==> src/rtl/stream_fifo_pkg.sv <==
// Shared helpers and reset constants for the stream FIFO.
// Optional status flags are controlled by the STREAM_FIFO_STATUS_EN macro.
package stream_fifo_pkg;

    // Pointer width: address bits plus one wrap bit.
    function automatic int unsigned ptr_w(input int unsigned depth);
        return $clog2(depth) + 1;
    endfunction

`ifdef STREAM_FIFO_STATUS_EN
    localparam logic RST_ALMOST_FULL  = 1'b0;
    localparam logic RST_ALMOST_EMPTY = 1'b1;
`endif

endpackage

==> src/rtl/stream_fifo_mem.sv <==
// Unreset storage array with one write port and an asynchronous read port.
module stream_fifo_mem #(
    parameter int unsigned DATA_W = 8,
    parameter int unsigned DEPTH  = 16,
    parameter int unsigned AW     = $clog2(DEPTH)
) (
    input  logic              clk,
    input  logic              we,
    input  logic [AW-1:0]     waddr,
    input  logic [DATA_W-1:0] wdata,
    input  logic [AW-1:0]     raddr,
    output logic [DATA_W-1:0] rdata
);

    logic [DATA_W-1:0] mem [DEPTH];

    // Synchronous write; contents are deliberately not reset.
    always_ff @(posedge clk) begin
        if (we) mem[waddr] <= wdata;
    end

    assign rdata = mem[raddr];

endmodule

==> src/rtl/stream_sync_fifo.sv <==
// Single-clock first-word-fall-through valid/ready FIFO with synchronous flush.
// Define STREAM_FIFO_STATUS_EN to build the registered almost_full/almost_empty flags.
module stream_sync_fifo
    import stream_fifo_pkg::*;
#(
    parameter int unsigned DATA_W    = 8,
    parameter int unsigned DEPTH     = 16,
    parameter int unsigned AF_THRESH = DEPTH - 2,
    parameter int unsigned AE_THRESH = 2
) (
    input  logic                      clk,
    input  logic                      rst,
    input  logic                      flush,
    input  logic                      in_valid,
    output logic                      in_ready,
    input  logic [DATA_W-1:0]         in_data,
    output logic                      out_valid,
    input  logic                      out_ready,
    output logic [DATA_W-1:0]         out_data,
    output logic [ptr_w(DEPTH)-1:0]   count,
    output logic                      almost_full,
    output logic                      almost_empty
);

    localparam int unsigned PW = ptr_w(DEPTH);
    localparam int unsigned AW = PW - 1;

    logic [PW-1:0]     wr_ptr;
    logic [PW-1:0]     rd_ptr;
    logic [PW-1:0]     count_nxt;
    logic              full;
    logic              empty;
    logic              wr_en;
    logic              rd_en;
    logic [DATA_W-1:0] rdata;

    assign full      = (wr_ptr[AW-1:0] == rd_ptr[AW-1:0]) && (wr_ptr[AW] != rd_ptr[AW]);
    assign empty     = (wr_ptr == rd_ptr);
    assign in_ready  = !full;
    assign out_valid = !empty;
    assign out_data  = empty ? '0 : rdata;

    // Flush wins over any handshake in the same cycle.
    assign wr_en = in_valid && in_ready && !flush;
    assign rd_en = out_valid && out_ready && !flush;

    stream_fifo_mem #(
        .DATA_W (DATA_W),
        .DEPTH  (DEPTH),
        .AW     (AW)
    ) u_mem (
        .clk   (clk),
        .we    (wr_en),
        .waddr (wr_ptr[AW-1:0]),
        .wdata (in_data),
        .raddr (rd_ptr[AW-1:0]),
        .rdata (rdata)
    );

    // Next occupancy, shared by the count register and the status flags.
    always_comb begin
        count_nxt = count;
        if (flush) begin
            count_nxt = '0;
        end else begin
            case ({wr_en, rd_en})
                2'b10:   count_nxt = count + PW'(1);
                2'b01:   count_nxt = count - PW'(1);
                default: count_nxt = count;
            endcase
        end
    end

    // Pointer and occupancy registers; the wrap bit toggles naturally on overflow.
    always_ff @(posedge clk or posedge rst) begin
        if (rst) begin
            wr_ptr <= '0;
            rd_ptr <= '0;
            count  <= '0;
        end else if (flush) begin
            wr_ptr <= '0;
            rd_ptr <= '0;
            count  <= '0;
        end else begin
            if (wr_en) wr_ptr <= wr_ptr + PW'(1);
            if (rd_en) rd_ptr <= rd_ptr + PW'(1);
            count <= count_nxt;
        end
    end

`ifdef STREAM_FIFO_STATUS_EN
    // Status flags registered from the next count so they track count with no lag.
    always_ff @(posedge clk or posedge rst) begin
        if (rst) begin
            almost_full  <= RST_ALMOST_FULL;
            almost_empty <= RST_ALMOST_EMPTY;
        end else begin
            almost_full  <= (count_nxt >= PW'(AF_THRESH));
            almost_empty <= (count_nxt <= PW'(AE_THRESH));
        end
    end
`else
    logic unused_thresh;
    assign unused_thresh = ^{AF_THRESH, AE_THRESH};
    assign almost_full   = 1'b0;
    assign almost_empty  = 1'b0;
`endif

endmodule
==> config.mk <==
export PLATFORM = sky130hd
export DESIGN_NAME = stream_sync_fifo
export DESIGN_NICKNAME = d
export VERILOG_FILES = /design/src/rtl/stream_fifo_pkg.sv /design/src/rtl/stream_fifo_mem.sv /design/src/rtl/stream_sync_fifo.sv
export SDC_FILE = /design/constraint.sdc
export NUM_CORES = 1
export LEC_CHECK = 0
export ABC_AREA = 1
export CORE_UTILIZATION = 60
export CTS_CLUSTER_DIAMETER = 30
export CTS_CLUSTER_SIZE = 28
export DETAILED_ROUTE_END_ITERATION = 6
export GPL_ROUTABILITY_DRIVEN = 0
export PLACE_DENSITY = 0.79
export SLEW_MARGIN = 20
export SYNTH_ARGS = -nofsm -noshare
export SYNTH_HDL_FRONTEND = slang
export SYNTH_SLANG_ARGS = --single-unit
==> constraint.sdc <==
create_clock -name clk -period 2.4 [get_ports clk]
set_input_delay 0.24 -clock clk [delete_from_list [all_inputs] [get_ports clk]]
set_output_delay 0.24 -clock clk [all_outputs]
set_load 0.1 [all_outputs]
== Yosys cells after proc, flatten, opt, wreduce, memory -nomap -nowiden ==
Memory sizes are Yosys's and may differ from the RTL's.
Index checks and enable logic that the tools add are counted.

* Add/sub/neg operators: 4
* Equal/unequal tests: 5
* Mux-type cells: 9
* Reduce and logical (&&, ||, !) cells: 11

{| class="wikitable"
|+ Operators by type and width
! kind !! count
|-
| $mux W5 || 5
|-
| $add A5 B1 Y5 const B || 3
|-
| $pmux W5 S2 || 1
|-
| $mux W8 || 1
|-
| $eq A5 B5 Y1 || 1
|-
| $logic_and A1 B1 Y1 || 5
|-
| $sub A5 B1 Y5 const B || 1
|-
| $eq A4 B4 Y1 || 1
|-
| $reduce_bool A2 Y1 || 2
|-
| $logic_not A1 Y1 || 3
|-
| $reduce_bool A3 Y1 || 1
|-
| $eq A2 B1 Y1 const B || 1
|-
| $eq A2 B2 Y1 const B || 1
|-
| $mux W1 || 2
|-
| $ne A1 B1 Y1 || 1
|}

* Bits in registers: 15
* Memory bits (writable): 128
* Input bits: 13
* Output and inout bits: 17
* Logic and storage cells: 33
* Memories: 1

{| class="wikitable"
|+ Memory list
! memory !! words !! bits a word !! rd ports !! clocked after Yosys merged registers in !! write ports !! line !! RTL
|-
| u_mem.mem || 16 || 8 || 1 || 0 || 1 || stream_fifo_mem.sv:15 || <nowiki>logic [DATA_W-1:0] mem [DEPTH];</nowiki>
|}

== Logic depth before layout (Yosys ltp) ==
* Word-level depth: 8
* Gate-level depth with buffers: 18
* Gate-level depth less buffers: 18

== By module ==
A second synthesis with hierarchy kept.

* Cell total of the unflattened synthesis: 688
* Area total of the unflattened synthesis: 6665.1 µm²

{| class="wikitable"
|+ Modules (own cells, without submodules)
! module !! times used !! cells an instance !! area each (µm²)
|-
| stream_fifo_mem || 1 || 543 || 5606.6
|-
| stream_sync_fifo || 1 || 145 || 1058.5
|}

== Worst setup path after synthesis ==
Ideal clock, no wire load.

* Kind: register to output
* Start point: reg rd_ptr[1]
* End point: out out_data[0]
* Data arrival time: 2.986 ns
* Setup slack: -0.826 ns
* Stages on the path, launching flop included: 8
* Path through: dfrtp_1 -> inv_2 -> nand2_1 -> nand2_1 -> nor2_4 -> nand3_2 -> inv_1 -> a31oi_1

* Cells in the longest elaborated chain, start to end: 2
* Elaborated cells between the ends (all ways): 3
* Classes of those cells: eq/ne (1); mux (1); memory (1)

{| class="wikitable"
|+ RTL lines
! item !! line !! RTL
|-
| start: declaration || stream_sync_fifo.sv:29 || <nowiki>logic [PW-1:0] rd_ptr;</nowiki>
|-
| start signal: assignment || stream_sync_fifo.sv:86 || <nowiki>if (rd_en) rd_ptr <= rd_ptr + PW'(1);</nowiki>
|-
| $mem_v2 Z16 W8 or $eq A5 B5 Y1 (tied branches) || n/a ||
|-
| $mux W8 (*) || stream_sync_fifo.sv:41 || <nowiki>assign out_data = empty ? '0 : rdata;</nowiki>
|-
| end: declaration || stream_sync_fifo.sv:19 || <nowiki>output logic [DATA_W-1:0] out_data,</nowiki>
|}

Mark *: on every way between the ends. The rest lies on a longest branch, timed or not.

== Worst setup path after layout ==
* Start point: reg rd_ptr[0]
* End point: out out_data[5]

Same word-level chain as after synthesis.

==> metrics.csv <==
stage;metric;value;unit
worst_setup_path;critPathKind;reg2out;
pwr;swShare;0.3431;
worst_setup_path;arrival;2.39;ns
timing;worst_pin_slew;0.8976;ns
pwr;p_sw;2541;µW
clock_network;cts_tree;built;
pwr;leakage;0.002895;µW
die;core_area;9774;µm²
worst_setup_path;crit_path_end_kind;primary output;
timing;rsz0062_at_grt;yes;
die;fp.dieW;102.5;µm
run;max_cap_violations;0;
global_route;grt_overflow_total;0;
die;die_area;10510;µm²
detailed_routing;routedWlPerCell;27.21;µm
worst_setup_path;required;2.16;ns
timing;period_needed;2.635;ns
clock_network;cts_root_buf;clkbuf_8;
global_route;groute.usage.overall;0.3665;
clock_network;h-tree-depth;4;
logic_synthesis;ys_seq_elements;143;
logic_synthesis;syn_inst;512;
clock_network;clk_pin_slew;0.07;ns
worst_setup_path;path_max_fanout;5;
timing;drv_slew;0;
detailed_routing;wl;19.78;mm
layout;utilization;0.8196;
global_route;grt_pass1_vias;4662;
status;outcome;finished, violations left;
pwr;p_clk_frac;0.351;
timing;relSlewSlack;0.3997;
global_route;grt_first_pass_wirelength;26.91;mm
detailed_routing;drtIter0Drc;908;
detailed_routing;ant_nets;0;
layout;syn2layout_area_growth;32.13;%
placed_design;port_buffers;27;
logic_synthesis;ys_types;32;
detailed_routing;drc;0;
detailed_routing;dr.pass1.iters;6;
worst_setup_path;worstSetupStartpointType;flip-flop;
pwr;p_seq_frac;0.381;
die;die_h;102.5;µm
timing;final.setup.tns;-1.375;ns
timing;clock_skew;0.008098;ns
layout;fillCellCount;466;
detailed_routing;viasPerCell;6.902;
die;start_util;0.6203;
pwr;power.density;924.3;nW/µm²
detailed_routing;via_count;5018;
clock_network;insertion_delay;0.53;ns
die;core.rowCount;36;
status;failed_checks;negative setup slack;
clock_network;cts.sink_count;143;
logic_synthesis;seq_area_frac_synth;0.6958;
timing;final-setup-viol-count;9;
layout;drive_gt1_frac;0.2677;
placed_design;dpl.hpwl;8.925;mm
timing;period_share;1.098;
layout;diodes;0;
logic_synthesis;synth.avg_cell_area;11.84;µm²
timing;setup_slack;-0.2350;ns
timing;hold_viol;0;
clock_network;cts.hold.buffers_added;0;
pwr;combPwrFrac;0.268;
clock_network;clock_path_buffers;2;
global_route;grt_max_degree;34;
logic_synthesis;netlist_area;6063;µm²
logic_synthesis;yosysWarnings;0;
timing;clock.fmax;379.5;MHz
layout;nNetsFinal;601;
clock_network;numCtsBuffers;17;
die;io_pins;30;
worst_hold_path;hold_path_class;in2async;
worst_setup_path;r2r_setup_slack;-0.04;ns
pwr;intPower;4864;µW
pwr;ir_worst_vdd;614.7;µV
global_route;antenna_found_initial;0;
power groups by stage:
stage	clock (µW)	sequential (µW)	combinational, µW
3_5_place_dp	0	2870	1530
4_1_cts	2540	2820	1800
5_1_grt	2670	2830	2040
3_3_place_gp	0	2860	1500
2_1_floorplan	0	3050	854
6_report	2600	2820	1980
cells in the final DEF (no fill, tap or decap), types with 5 or more instances in the layout:
cell type / count
nor2_1: 81
buf_4: 34
a31oi_4: 8
a21oi_1: 5
dfrtp_1: 12
clkbuf_16: 19
o21ai_1: 9
nand2_2: 6
inv_6: 6
nand3_1: 10
edfxtp_1: 128
buf_16: 6
buf_12: 15
inv_1: 13
o221ai_1: 7
nand3_2: 6
nand2_1: 60
nor2_2: 5
o21ai_0: 62
ha_1: 7
o221ai_2: 7
nor2_4: 6
clkdlybuf4s50_1: 12
o22ai_1: 15
layer usage:
metal	up-vias	routed length, µm	global-route usage
met4	0	1188	0.1802
met1	2357	6692	0.4686
li1	1998	-	-
met3	131	2538	0.08746
met5	-	0	0
met2	532	9361	0.5928
Yosys cell counts:
cell type / number / area [µm²]
edfxtp_1: 128 / 3844
nor2_1: 88 / 330.3
o21ai_0: 77 / 385.4
nand2_1: 64 / 240.2
clkbuf_1: 22 / 82.58
o22ai_1: 19 / 118.9
inv_1: 17 / 63.81
nand3_1: 16 / 80.08
dfrtp_1: 15 / 375.4
o221ai_1: 14 / 122.6
a31oi_1: 8 / 50.05
ha_1: 7 / 87.58
a21oi_1: 5 / 25.02
inv_2: 4 / 15.01
nor3_1: 4 / 20.02
nor2_4: 3 / 33.78
buf_4: 2 / 15.01
nand2_2: 2 / 12.51
nand2_4: 2 / 22.52
nand3_4: 2 / 35.03
o211ai_1: 2 / 15.01
and3_1: 1 / 6.260
clkinv_1: 1 / 3.750
conb_1: 1 / 3.750
inv_4: 1 / 6.260
nand3_2: 1 / 10.01
nand3b_1: 1 / 7.510
nor2_2: 1 / 6.260
nor2_8: 1 / 20.02
o21bai_1: 1 / 7.510
xnor2_1: 1 / 8.760
xor2_1: 1 / 8.760
critical path, cell delays in order (launching register included):
cell	delay, ns
dfrtp_2	0.45
clkinv_4	0.14
buf_4	0.17
clkbuf_16	0.14
o21ai_0	0.19
o221ai_1	0.15
o211ai_1	0.25
a31oi_4	0.16
buf_12	0.20
state kept, by name, indices dropped and copies added, names as in the netlist:
name       count
count          5
u_mem.mem    128
rd_ptr         5
wr_ptr         5
repair_timing:
| action | CTS | global route |
|---|---|---|
| pin swaps | 11 | 25 |
| buffers inserted | 8 | 6 |
| resized for setup | 41 | 39 |
| setup endpoints to repair | 8 | 80 |
| cloned | 6 | 3 |
| hold endpoints to repair | 0 | 0 |
kinds of logic (layout without fill, tap and decap cells):
logic type | Yosys count | in the layout | synth area share
buf+inv | 47 | 128 | 0.03075
xor+xnor | 2 | 2 | 0.002890
flops | 143 | 143 | 0.6958
simple gates | 186 | 186 | 0.1360
other cells | 1 | 2 | 0.0006185
compound gates | 126 | 126 | 0.1195
fa+ha+maj | 7 | 7 | 0.01444
final timing paths:
check / from / end / depth (start not counted)
worst min-delay path: rst / count[3]$_DFFE_PP0P_ / 2
min in group clk: flush / rd_ptr[4]$_DFFE_PP0P_ / 2
worst max register to register: rd_ptr[0]$_DFFE_PP0P_ / count[4]$_DFFE_PP0P_ / 19
worst max-delay path: rd_ptr[0]$_DFFE_PP0P_ / out_data[5] / 8
max in group asynchronous: rst / rd_ptr[1]$_DFFE_PP0P_ / 2
worst min register to register: count[3]$_DFFE_PP0P_ / count[3]$_DFFE_PP0P_ / 2
through the flow:
stage	worst slack [ns]	std cells	power [µW]	hold WS (ns)	area, µm²
finish	-0.2350	727	7405	0.09897	8011
global route	-0.2950	727	7538	0.1514	8011
CTS	-0.1079	718	7159	0.1065	7774
detailed placement	0.1686	672	4394	0.4954	6824
global placement	0.2835	672	4361	0.4650	6824
floorplan	0.01614	513	3903	0.1415	6198
area by class of cell:
cell class | count | area (µm²) | area share
Inverter | 23 | 105.1 | 0.01312
Multi-Input combinational cell | 323 | 1976 | 0.2466
Clock buffer | 18 | 417.9 | 0.05216
Sequential cell | 143 | 4223 | 0.5271
Timing Repair Buffer | 73 | 974.7 | 0.1217
Tap cell | 133 | 166.4 | 0.02077
Clock inverter | 14 | 148.9 | 0.01859
(Power assumes the default switching activity.)
